File: src/rtl/mmio_responder.sv
// Memory-mapped responder: LED register, optional cycle counter and a TX FIFO
// drained over a valid/ready port. Counter is built only with `MMIO_CYCLE_COUNTER_EN.
module mmio_responder #(
  parameter logic [31:0] BASE_ADDR  = 32'hFFFF_0000,
  parameter int          FIFO_DEPTH = 4
) (
  input  logic        clk,
  input  logic        reset,
  input  logic [31:0] Address,
  input  logic        Wr,
  input  logic [31:0] Datain,
  output logic [31:0] Dataout,
  output logic        hit_q,
  output logic [15:0] leds,
  output logic        tx_valid,
  output logic [31:0] tx_data,
  input  logic        tx_ready
);

  localparam int AW = $clog2(FIFO_DEPTH);

  logic          hit;
  logic [1:0]    idx;
  logic          wr_led, wr_tx, wr_stat;
  logic [31:0]   mem [FIFO_DEPTH];
  logic [AW-1:0] wr_ptr, rd_ptr;
  logic [AW:0]   count;
  logic          overflow, empty, full, pop, push_ok;
  logic [7:0]    cnt_ext;
  logic [31:0]   cycles_rd, rd_val;

  assign hit     = (Address[31:4] == BASE_ADDR[31:4]);
  assign idx     = Address[3:2];
  assign wr_led  = Wr && hit && (idx == 2'd0);
  assign wr_tx   = Wr && hit && (idx == 2'd2);
  assign wr_stat = Wr && hit && (idx == 2'd3);

  assign empty    = (count == '0);
  assign full     = (count == (AW+1)'(FIFO_DEPTH));
  assign tx_valid = !empty;
  assign tx_data  = empty ? 32'h0 : mem[rd_ptr];
  assign pop      = tx_valid && tx_ready;
  // A full FIFO still accepts a push when the head leaves in the same cycle.
  assign push_ok  = wr_tx && (!full || pop);
  assign cnt_ext  = 8'(count);

`ifdef MMIO_CYCLE_COUNTER_EN
  logic        wr_cyc;
  logic        phase;
  logic [31:0] cycles;

  assign wr_cyc    = Wr && hit && (idx == 2'd1);
  assign cycles_rd = cycles;

  always_ff @(posedge clk) begin
    if (reset) begin
      phase  <= 1'b0;
      cycles <= 32'h0;
    end else begin
      phase <= ~phase;
      if (wr_cyc)     cycles <= 32'h0;
      else if (phase) cycles <= cycles + 32'd1;
    end
  end
`else
  assign cycles_rd = 32'h0;
`endif

  always_ff @(posedge clk) begin
    if (!reset && push_ok) mem[wr_ptr] <= Datain;
  end

  always_ff @(posedge clk) begin
    if (reset) begin
      leds     <= 16'h0;
      wr_ptr   <= '0;
      rd_ptr   <= '0;
      count    <= '0;
      overflow <= 1'b0;
    end else begin
      if (wr_led)  wr_ptr <= wr_ptr;
      if (wr_led)  leds   <= Datain[15:0];
      if (push_ok) wr_ptr <= wr_ptr + 1'b1;
      if (pop)     rd_ptr <= rd_ptr + 1'b1;
      case ({push_ok, pop})
        2'b10:   count <= count + 1'b1;
        2'b01:   count <= count - 1'b1;
        default: count <= count;
      endcase
      if (wr_tx && full && !pop)       overflow <= 1'b1;
      else if (wr_stat && Datain[1])   overflow <= 1'b0;
    end
  end

  always_comb begin
    rd_val = 32'h0;
    case (idx)
      2'd0: rd_val = {16'h0, leds};
      2'd1: rd_val = cycles_rd;
      2'd2: rd_val = tx_data;
      2'd3: rd_val = {26'h0, cnt_ext[3:0], overflow, empty};
      default: rd_val = 32'h0;
    endcase
  end

  always_ff @(posedge clk) begin
    if (reset) begin
      Dataout <= 32'h0;
      hit_q   <= 1'b0;
    end else begin
      Dataout <= hit ? rd_val : 32'h0;
      hit_q   <= hit;
    end
  end

  logic unused_bits;
  assign unused_bits = ^{Address[1:0], cnt_ext[7:4]};

endmodule

File: config.mk
export PLATFORM = sky130hd
export DESIGN_NAME = mmio_responder
export DESIGN_NICKNAME = d
export VERILOG_FILES = /design/src/rtl/mmio_responder.sv
export SDC_FILE = /design/constraint.sdc
export NUM_CORES = 1
export LEC_CHECK = 0
export ABC_CLOCK_PERIOD_IN_PS = 7600
export CORE_ASPECT_RATIO = 2
export CORE_MARGIN = 4
export CORE_UTILIZATION = 55
export CTS_CLUSTER_SIZE = 28
export DETAILED_ROUTE_END_ITERATION = 12
export PLACE_DENSITY = 0.85
export REMOVE_ABC_BUFFERS = 1
export SYNTH_ARGS = -nofsm -noshare
export SYNTH_HDL_FRONTEND = slang
export SYNTH_SLANG_ARGS = --single-unit
File: constraint.sdc
create_clock -name clk -period 7.6 [get_ports clk]
set_input_delay 1.9 -clock clk [delete_from_list [all_inputs] [get_ports clk]]
set_output_delay 1.9 -clock clk [all_outputs]
set_load 0.1 [all_outputs]
==> results of run 1 <==
==> stage by stage <==
stage,total power (µW),hold WS (ps),std cells
finish,2040,486,780
global route,2100,529,780
detailed placement,1160,475,748
global placement,1160,456,748
floorplan,1110,438,444
CTS,2040,486,780
==> final timing paths <==
kind	start	end	slack [ps]	depth (start not counted)
setup / recovery	flip-flop	tx_data[18]	2190	4
hold / removal	overflow	overflow	490	2
setup reg to reg	count[0]	count[2]	4470	9
hold reg to reg	overflow	overflow	490	2
==> sequential cells by signal (all words and copies together), names as in the netlist, named ones only <==
register  cells
Dataout      32
count         3
hit_q         1
leds         16
mem         128
overflow      1
rd_ptr        2
wr_ptr        2
==> area by class of cell <==
class                           count  area, µm²
Timing Repair Buffer              152       1510
Fill cell                         801       3500
Tap cell                          152        190
Sequential cell                   187       5030
Inverter                            5       18.8
Multi-Input combinational cell    252       2220
Clock buffer                       17        425
Clock inverter                     15        179
==> worst max-delay path, delay by kind of cell, from the launching register on <==
family / cells / cell delay (ps)
flip-flops: 1 / 760
buffers and inverters: 2 / 1730
multiplexers: 1 / 190
AO/OA/AOI/OAI: 1 / 380
==> power by group through the flow <==
stage	Combinational (µW)	Sequential, µW	Clock [µW]
6_report	55.6	1080	896
3_3_place_gp	52.8	1110	0
4_1_cts	55.3	1080	904
5_1_grt	58.4	1080	959
3_5_place_dp	55.1	1110	0
2_1_floorplan	4.57	1110	0
==> cell families after synthesis <==
kind of cell               after synthesis  share of synthesized area
xor gates and xnor gates                 3                    0.00356
DFF                                    187                      0.681
muxes                                   65                      0.116
and+or+nand+nor                        118                     0.0927
buffers and inverters                   36                     0.0219
adders and majority gates                5                    0.00949
AOI/OAI and AO/OA                       61                     0.0759
==> routing by layer <==
layer / vias up / routed length (µm) / GRT usage
met5: - / 0 / 0
met4: 0 / 417 / 0.0921
met3: 35 / 943 / 0.0621
met2: 184 / 9340 / 0.416
met1: 2261 / 5760 / 0.224
li1: 2095 / - / -
==> cells in the mapped netlist, drive strengths merged, types with 10 or more instances <==
master / instances
nor2b: 18
clkbuf: 22
a211oi: 32
mux4: 16
a21oi: 10
nor2: 38
and2: 18
mux2i: 46
dfxtp: 59
edfxtp: 128
a2111oi: 16
nand2: 12
==> results.cfg, run 1 <==
[clock_tree]
cts_hold_buffers = 0
cts_buffers = 17
cts_tree = done
clkSinkCount = 187
path_clk_slew_ps = 70
cts_setup_buffers = 0
insertion_delay_ps = 420
clockRootBuffer = clkbuf_16
cts.repair.resized = 0
cts.path.max_buffers = 2
htreeDepth = 4

[global_route]
grt_overflow_total = 0
grt_usage = 0.219
antenna_found_initial = 0
grt_max_degree = 65
grt_pass1_vias = 4827
grt_pass1_wl_um = 25600

[run]
cap_violations = 0

[drt]
post_drt_via_cell_ratio = 5.87
drt-total-wl_um = 16500
drtIter0Drc = 322
firstDrtPassIters = 5
num_vias = 4575
antenna_left = 0
wl_per_cell_um = 21.1
drc = 0

[synth]
syn_avg_cell_area_um2 = 15.5
netlist_area_um2 = 7380
synth.area.top_cells = edfxtp_1, dfxtp_1, mux2i_1
ys_async_sr_fraction = 0
synth_cell_types = 45
ys.flop_type = edfxtp_1
ys_seq_area_frac = 0.681
yosysTopAreaCell = edfxtp_1
postSynthCellCount = 475
synth_edf_count = 128
synth_seq_cells = 187
yosysWarnings = 0
synth_top_area_share = 0.521

[sta]
hold_viol = 0
worst_pin_slew_ps = 1120
drv_slew = 0
min_period_ps = 5410
finalSetupTns_ps = 0
timing.fmax_ghz = 0.185
clock_skew_ps = 10.0
setup-violations-final = 0
fin_ws_ps = 2190
period_share = 0.712
grt_setup_unrepaired = no
slew-limit-headroom = 0.250

[place]
numPortBuffers = 147
dp_hpwl_um = 10700
place.gp.congestion = 0.778
place_area_um2 = 8960
pre_cts_slack_ps = 2430

[final_layout]
antenna_cells = 0
drive_above_1_share = 0.135
utilization = 0.732
area_growth_pct = 29.6
finalInstanceArea_um2 = 9570
final_net_count = 688
layout_common_cells = clkdlybuf4s50_1, edfxtp_1, dfxtp_1
layout_commonest_cell = clkdlybuf4s50_1

[setup_path]
crit_chain = buf_4 -> mux2i_1 -> a211oi_1 -> clkdlybuf4s50_1
worst-path-max-fanout = 39
critPathMaxStageDelay_ps = 1200
path_class = reg -> out
critPathRequiredTime_ps = 5700
crit_slowest_cell = clkdlybuf4s50_1
end_kind = output port
start_kind = flip-flop
arrival_ps = 3510

[floorplan]
dieArea_um2 = 15500
die_w_um = 89.9
core_area_um2 = 13100
start_util = 0.565
rows = 59
ioPinCount = 150
die_h_um = 172

[pwr]
leakage_uw = 0.00304
cell_internal_pwr_uw = 1620
clkPwrFrac = 0.440
ir_drop_v = 0.000154
comb_power_share = 0.027
p_sw_frac = 0.206
p_sw_uw = 420
power.density_nw_per_um2 = 213
sequentialPowerShare = 0.533

[status]
outcome = completed

[min_path]
worstHoldPathType = reg -> reg
(Power assumes the default switching activity.)
==> run 2: changes to the inputs <==
--- a/config.mk
+++ b/config.mk
@@ -5,13 +5,13 @@
 export SDC_FILE = /design/constraint.sdc
 export NUM_CORES = 1
 export LEC_CHECK = 0
-export ABC_CLOCK_PERIOD_IN_PS = 7600
+export ABC_CLOCK_PERIOD_IN_PS = 4600
 export CORE_ASPECT_RATIO = 2
 export CORE_MARGIN = 4
-export CORE_UTILIZATION = 55
+export CORE_UTILIZATION = 46
 export CTS_CLUSTER_SIZE = 28
 export DETAILED_ROUTE_END_ITERATION = 12
-export PLACE_DENSITY = 0.85
+export PLACE_DENSITY = 0.76
 export REMOVE_ABC_BUFFERS = 1
 export SYNTH_ARGS = -nofsm -noshare
 export SYNTH_HDL_FRONTEND = slang
==> constraint.sdc (replaced) <==
create_clock -name clk -period 4.6 [get_ports clk]
set_input_delay 1.15 -clock clk [delete_from_list [all_inputs] [get_ports clk]]
set_output_delay 1.15 -clock clk [all_outputs]
set_load 0.1 [all_outputs]
==> results.cfg, run 2 (synthesis results as in run 1) <==
[status]
outcome = completed

[setup_path]
critPathRequiredTime_ps = 4900
worst-path-max-fanout = 16
r2r_slack_ps = 2210
path_class = in -> reg
arrival_ps = 3990
critPathMaxStageDelay_ps = 670
crit_chain = clkdlybuf4s50_1 -> nor4_2 -> nand4_2 -> or4_4 -> or2_1 -> a2111oi_1
crit_slowest_cell = or4_4
crit_buf_inv = 1
worstRegToRegCells = 8
r2r_start = count[0]
path_delay_family = simple AND/OR/NAND/NOR gates
start_kind = input port
end_kind = flip-flop
path_depth = 6
reg2reg_to = count[2]

[clock_tree]
path_clk_slew_ps = 70
cts_hold_buffers = 0
cts_buffers = 17
cts.path.max_buffers = 2
cts_tree = done
htreeDepth = 4
insertion_delay_ps = 420
clockRootBuffer = clkbuf_16
cts_setup_buffers = 0
cts.repair.resized = 0
clkSinkCount = 187

[min_path]
whs_path_depth = 2
whs_endpoint = leds[3]
min_from = leds[3]
worstHoldPathType = reg -> reg

[sta]
slew-limit-headroom = 0.255
grt_setup_unrepaired = no
timing.fmax_ghz = 0.271
fin_hold_ws_ps = 511
clock_skew_ps = 13.4
worst_pin_slew_ps = 1120
period_share = 0.802
hold_viol = 0
setup-violations-final = 0
drv_slew = 0
min_period_ps = 3690
finalSetupTns_ps = 0

[final_layout]
layout_commonest_cell = edfxtp_1
top_register = mem
final_net_count = 694
largest_register_ffs = 128
top_regs = mem x128, Dataout x32, leds x16
antenna_cells = 0
area_growth_pct = 30.1
finalInstanceArea_um2 = 9600
layout_common_cells = edfxtp_1, clkdlybuf4s50_1, dfxtp_1
drive_above_1_share = 0.192
utilization = 0.609

[pwr]
clkPwrFrac = 0.427
p_sw_uw = 683
ir_drop_v = 0.000244
power.density_nw_per_um2 = 343
p_total_uw = 3290
leakage_uw = 0.00314
cell_internal_pwr_uw = 2610
p_sw_frac = 0.207
sequentialPowerShare = 0.544
comb_power_share = 0.028

[global_route]
grt_max_degree = 65
grt_pass1_wl_um = 26200
grt_usage = 0.186
grt_overflow_total = 0
antenna_found_initial = 0
grt_pass1_vias = 4957

[floorplan]
core_area_um2 = 15800
die_w_um = 97.6
start_util = 0.468
rows = 65
die_h_um = 187
ioPinCount = 150
dieArea_um2 = 18300

[drt]
drc = 0
firstDrtPassIters = 4
num_vias = 4566
antenna_left = 0
wl_per_cell_um = 19.8
post_drt_via_cell_ratio = 5.47
drt-total-wl_um = 16500
drtIter0Drc = 252

[place]
place.gp.congestion = 0.812
numPortBuffers = 147
dp_hpwl_um = 11500
place_area_um2 = 9040

[run]
cap_violations = 0
## run 2: changes by cell type in the layout (fill, tap and decap cells not counted), sizes merged
cell           previous run  this run
clkdlybuf4s50           147       114
bufinv                    2         1
inv                      13        12
clkbuf                   17        18
clkinvlp                  3         1
clkinv                    2         5
buf                       5        44
## run 2: worst max path at each step
stage | startpoint | end | slack [ps]
after detailed placement | Address[5] | Dataout[28] | 440
after global placement | Address[13] | Dataout[28] | 470
after global routing | Address[13] | Dataout[16] | 640
after CTS | Address[5] | Dataout[28] | 890
after floorplan | flip-flop | tx_data[21] | -1110
final | Address[5] | Dataout[16] | 910
## run 2: tightest hold or removal path, cell delays in order, from the launching register on
cell and delay (ps):
dfxtp_1 340, mux2i_1 70, nor2_1 70
## run 2: cell type report
class	count	area, µm²
clock buffers	18	429
clock inverters	14	138
fillers	1202	6170
inverters	5	18.8
multi-input cells	252	2220
flip-flops and latches	187	5030
well taps	201	251
repair buffers	158	1520
## run 2: layer usage
layer  part of all wire  GRT usage  wire length, µm  up-vias
li1                   -          -                -     2114
met5                  0          0                0        -
met2               0.57      0.356             9500      147
met3              0.047     0.0426              783       30
met4              0.025     0.0768              420        0
met1               0.35      0.189             5830     2275
## run 2: power groups by stage
stage / clock network (µW) / registers (µW) / logic [µW]
3_5_place_dp: 0 / 1830 / 92.8
3_3_place_gp: 0 / 1830 / 89.9
6_report: 1410 / 1790 / 92.9
5_1_grt: 1500 / 1790 / 98.5
4_1_cts: 1420 / 1790 / 93.3
2_1_floorplan: 0 / 1830 / 7.56
## run 2: metrics by stage
step	setup WS, ps	instances
floorplan	-1110	444
global placement	469	803
detailed placement	442	803
CTS	889	835
global route	645	835
finish	909	835
==> run 3: changes to the inputs <==
--- a/config.mk
+++ b/config.mk
@@ -5,7 +5,7 @@
 export SDC_FILE = /design/constraint.sdc
 export NUM_CORES = 1
 export LEC_CHECK = 0
-export ABC_CLOCK_PERIOD_IN_PS = 4600
+export ABC_CLOCK_PERIOD_IN_PS = 3190
 export CORE_ASPECT_RATIO = 2
 export CORE_MARGIN = 4
 export CORE_UTILIZATION = 46
==> constraint.sdc (replaced) <==
create_clock -name clk -period 3.19 [get_ports clk]
set_input_delay 0.7975 -clock clk [delete_from_list [all_inputs] [get_ports clk]]
set_output_delay 0.7975 -clock clk [all_outputs]
set_load 0.1 [all_outputs]
==> results.cfg, run 3 (synthesis results as in run 1) <==
[floorplan]
ioPinCount = 150
rows = 65
die_w_um = 97.6
start_util = 0.468
die_h_um = 187
core_area_um2 = 15800
dieArea_um2 = 18300

[clock_tree]
cts_setup_buffers = 0
path_clk_slew_ps = 70
insertion_delay_ps = 430
cts_hold_buffers = 0
cts_buffers = 17
cts_tree = done
clockRootBuffer = clkbuf_16
cts.path.max_buffers = 2
clkSinkCount = 187
htreeDepth = 4
cts.repair.resized = 0

[pwr]
leakage_uw = 0.00346
sequentialPowerShare = 0.549
p_sw_frac = 0.216
clkPwrFrac = 0.422
cell_internal_pwr_uw = 3690
ir_drop_v = 0.000400
comb_power_share = 0.029
p_sw_uw = 1010
p_total_uw = 4710
power.density_nw_per_um2 = 467

[place]
place.gp.congestion = 0.793
dp_hpwl_um = 12200
numPortBuffers = 147

[global_route]
antenna_found_initial = 0
grt_max_degree = 42
grt_usage = 0.189
grt_overflow_total = 0
grt_pass1_wl_um = 26700
grt_pass1_vias = 5001

[setup_path]
end_kind = output port
arrival_ps = 2200
path_class = reg -> out
worst-path-max-fanout = 14
worstRegToRegCells = 8
critPathRequiredTime_ps = 2390
start_kind = flip-flop

[min_path]
worstHoldPathType = reg -> reg
whs_path_depth = 2

[drt]
drtIter0Drc = 232
num_vias = 4649
drc = 0
antenna_left = 0
drt-total-wl_um = 16800
post_drt_via_cell_ratio = 5.42
firstDrtPassIters = 4
wl_per_cell_um = 19.6

[final_layout]
top_register = mem
final_net_count = 716
largest_register_ffs = 128
drive_above_1_share = 0.296
top_regs = mem x128, Dataout x32, leds x16
antenna_cells = 0
layout_commonest_cell = edfxtp_1
layout_common_cells = edfxtp_1, buf_4, clkdlybuf4s50_1
area_growth_pct = 36.5

[status]
outcome = completed

[sta]
worst_pin_slew_ps = 634
hold_viol = 0
clock_skew_ps = 9.51
finalSetupTns_ps = 0
timing.fmax_ghz = 0.334
drv_slew = 0
setup-violations-final = 0
min_period_ps = 3000
period_share = 0.940
grt_setup_unrepaired = no
slew-limit-headroom = 0.577

[run]
cap_violations = 0
run 3: cell types whose count changed in the layout (fill, tap and decap cells not counted), sizes merged:
| cell | before | now |
|---|---|---|
| buf | 44 | 115 |
| inv | 12 | 14 |
| clkbuf | 18 | 17 |
| clkdlybuf4s50 | 114 | 65 |
| bufinv | 1 | 0 |
| clkinvlp | 1 | 0 |
| clkinv | 5 | 6 |
run 3: worst max-delay path, stage by stage (launching register included):
cell	delay, ps
dfxtp_4	520
buf_4	300
mux4_2	530
and2_1	230
buf_12	190
run 3: path summary, 6_finish.rpt:
path                                 from          to  slack (ps)
worst max-delay path            flip-flop  tx_data[3]         190
worst min-delay path             overflow    overflow         500
worst max register to register   count[0]    count[2]         660
worst min register to register   overflow    overflow         500
run 3: power groups by stage:
stage                     sequential (µW)  combinational, µW  clock [µW]
after floorplan                      2640               10.9           0
after global placement               2640                131           0
after detailed placement             2640                136           0
after CTS                            2580                137        2020
after global routing                 2580                144        2120
final                                2580                137        1990
run 3: metal layers:
layer / global-route usage / wire length [µm] / vias to the layer above
met1: 0.190 / 5770 / 2301
met2: 0.359 / 9680 / 161
met4: 0.0853 / 496 / 0
met3: 0.0459 / 822 / 32
li1: - / - / 2155
met5: 0 / 0 / -
run 3: cell type report:
class / count / area (µm²)
Clock buffer: 17 / 425
Multi-Input combinational cell: 252 / 2220
Tap cell: 201 / 251
Fill cell: 1137 / 5700
Inverter: 5 / 18.8
Sequential cell: 187 / 5030
Timing Repair Buffer: 180 / 2000
Clock inverter: 15 / 130
run 3: through the flow:
step	hold slack, ps	area (µm²)	utilization	setup slack (ps)	instances
2_1_floorplan	438	7240	-	-2170	444
3_3_place_gp	455	9520	0.603	-18.5	825
3_5_place_dp	484	9520	0.603	-29.9	825
4_1_cts	494	10100	0.638	135	857
5_1_grt	513	10100	0.638	79.3	857
6_report	498	10100	0.638	193	857
==> RTL change (flow settings as in run 3) <==
`Dataout` no longer has a reset.
--- a/src/rtl/mmio_responder.sv
+++ b/src/rtl/mmio_responder.sv
@@ -107,8 +107,10 @@
     if (reset) begin
-      Dataout <= 32'h0;
       hit_q   <= 1'b0;
     end else begin
-      Dataout <= hit ? rd_val : 32'h0;
       hit_q   <= hit;
     end
+  end
+
+  always_ff @(posedge clk) begin
+    Dataout <= hit ? rd_val : 32'h0;
   end
Function: changed (Yosys sat finds a counterexample within 4 cycles, from zero or initial values and one cycle with reset high).
==> RTL change against run 3 <==
  * Synthesized area fell by 0.19%
  * Worst setup slack got worse by 57 ps
  * Worst hold slack worse by 5.0 ps
  * Final area grew 0.75%
  * Total power shrank 0.51%
  * Cell count up 0.93%
  * Wire length grew 0.73%
  * Sequential cell count did not move
  * Largest cell class unchanged
  * Highest routed layer unchanged
==> RTL change: results (changes against run 3) <==
post-synthesis async set-or-reset flop share=0% (unchanged); Pleak=3.45 nW (about the same); global-route wire length before repair=26500 um (-0.70%); diode count=0 (unchanged); clk buf depth=2 (unchanged); initial antenna violation count=0 (unchanged); Worst path max stage delay=810 ps (+280 ps); DR WL/cell=19.5 um (-0.20%); Root Driver=clkbuf_16; pin count of the biggest net entering global routing=42 (unchanged); Max Transition Viols Final=0 (unchanged); status=finished clean; layout cell share with drive strength beyond 1=29.8% (+0.25 points); nets=724 (+1.1%); Min-Delay Path Class=flop to flop; Ys Warns=0 (unchanged); TritonCTS buffer count=17 (unchanged); Initial DRT Pass Iterations=4 (unchanged); Fillers=1158 (+1.8%); DR iter-0 viols=234 (+0.86%); crit-path max FO=41 (+27); Clock Latency Late Sink=~420 ps; worst vdd ir=0.000500 V (+25%); post-CTS setup buffers=0 (unchanged); vias in the first global route=5129 (+2.6%); Worst path slowest cell=dfxtp_4; post-DP HPWL=12300 um (+1.0%); Worst Path Arrival=2260 ps (+60 ps); GRT Overall Usage=18.9% (-0.059 points); input/output buffers=147 (unchanged); Setup Skew=5.62 ps (-3.89 ps); via count=4719 (+1.5%); clk slew on worst S/H paths=70 ps (about the same); top cells by area, synth=edfxtp_1 52%, dfxtp_1 16%, mux2i_1 6.0%; GP Congestion=0.802 (+1.2%); Post-CTS Resized=0 (unchanged); worst-margin pin slew=1060 ps (+430 ps); Cell Area, Placed=0.00960 mm^2 (+0.83%); Post-synth EDFFs=128 (unchanged); post-synthesis sequential area ratio=68.2% (+0.13 points); Cell variety after synth=49 (+8.9%); synth cell count leaders=128 x edfxtp_1, 59 x dfxtp_1, 44 x mux2i_1; H-tree Lvls=4 (unchanged)
-- RTL change: layout make-up --
type | count | area (um^2) | share of cell area [%]
clock buffers | 18 | 429 | 4.23
multi-input cells | 255 | 2220 | 21.9
inverters | 5 | 18.8 | 0.185
repair buffers | 185 | 2080 | 20.5
clock inverters | 14 | 123 | 1.21
well taps | 201 | 251 | 2.48
flip-flops and latches | 187 | 5030 | 49.6
-- RTL change: per-layer routing --
layer	up-vias	share of wire [%]	GRT usage (%)
li1	2190	-	-
met1	2316	34	18.7
met2	184	58	36.2
met3	29	4.9	3.88
met4	0	3.0	9.39
met5	-	0	0
-- RTL change: cell families after synthesis --
| group | after synthesis | synth area share, % |
|---|---|---|
| AOI/OAI and AO/OA | 67 | 8.18 |
| adders and majority gates | 5 | 0.951 |
| DFF | 187 | 68.2 |
| muxes | 61 | 11.0 |
| buffers and inverters | 35 | 2.14 |
| and+or+nand+nor | 118 | 9.03 |
| xor gates and xnor gates | 4 | 0.476 |
-- RTL change: power breakdown --
group	internal (mW)	total [mW]	leakage (nW)	switching (mW)
clock network	1.03	1.96	0.273	0.932
registers	2.58	2.58	1.63	0.00000000586
logic	0.0812	0.137	1.55	0.0559
-- RTL change: critical path, delay by kind of cell, from the launching register on --
| family | cells | cell delay (ps) |
|---|---|---|
| flip-flops | 1 | 810 |
| AND/OR/NAND/NOR | 1 | 230 |
| multiplexers | 1 | 600 |
| buffers and inverters | 1 | 180 |
-- RTL change: through the flow --
step | instances | TNS [ps] | setup WS, ps | hold WS (ps)
floorplan | 447 | -338040 | -2930 | 444
global placement | 833 | -9990 | -158 | 465
detailed placement | 833 | -19300 | -237 | 481
CTS | 865 | 0 | 68.3 | 490
global route | 865 | 0 | 2.68 | 519
finish | 865 | 0 | 136 | 493
-- RTL change: worst paths after layout --
path,start,end,slack [ps],cells past startpoint
setup / recovery,flop,tx_data[11],140,3
setup reg to reg,count[0],count[1],570,6
hold / removal,overflow,overflow,490,2
hold reg to reg,overflow,overflow,490,2
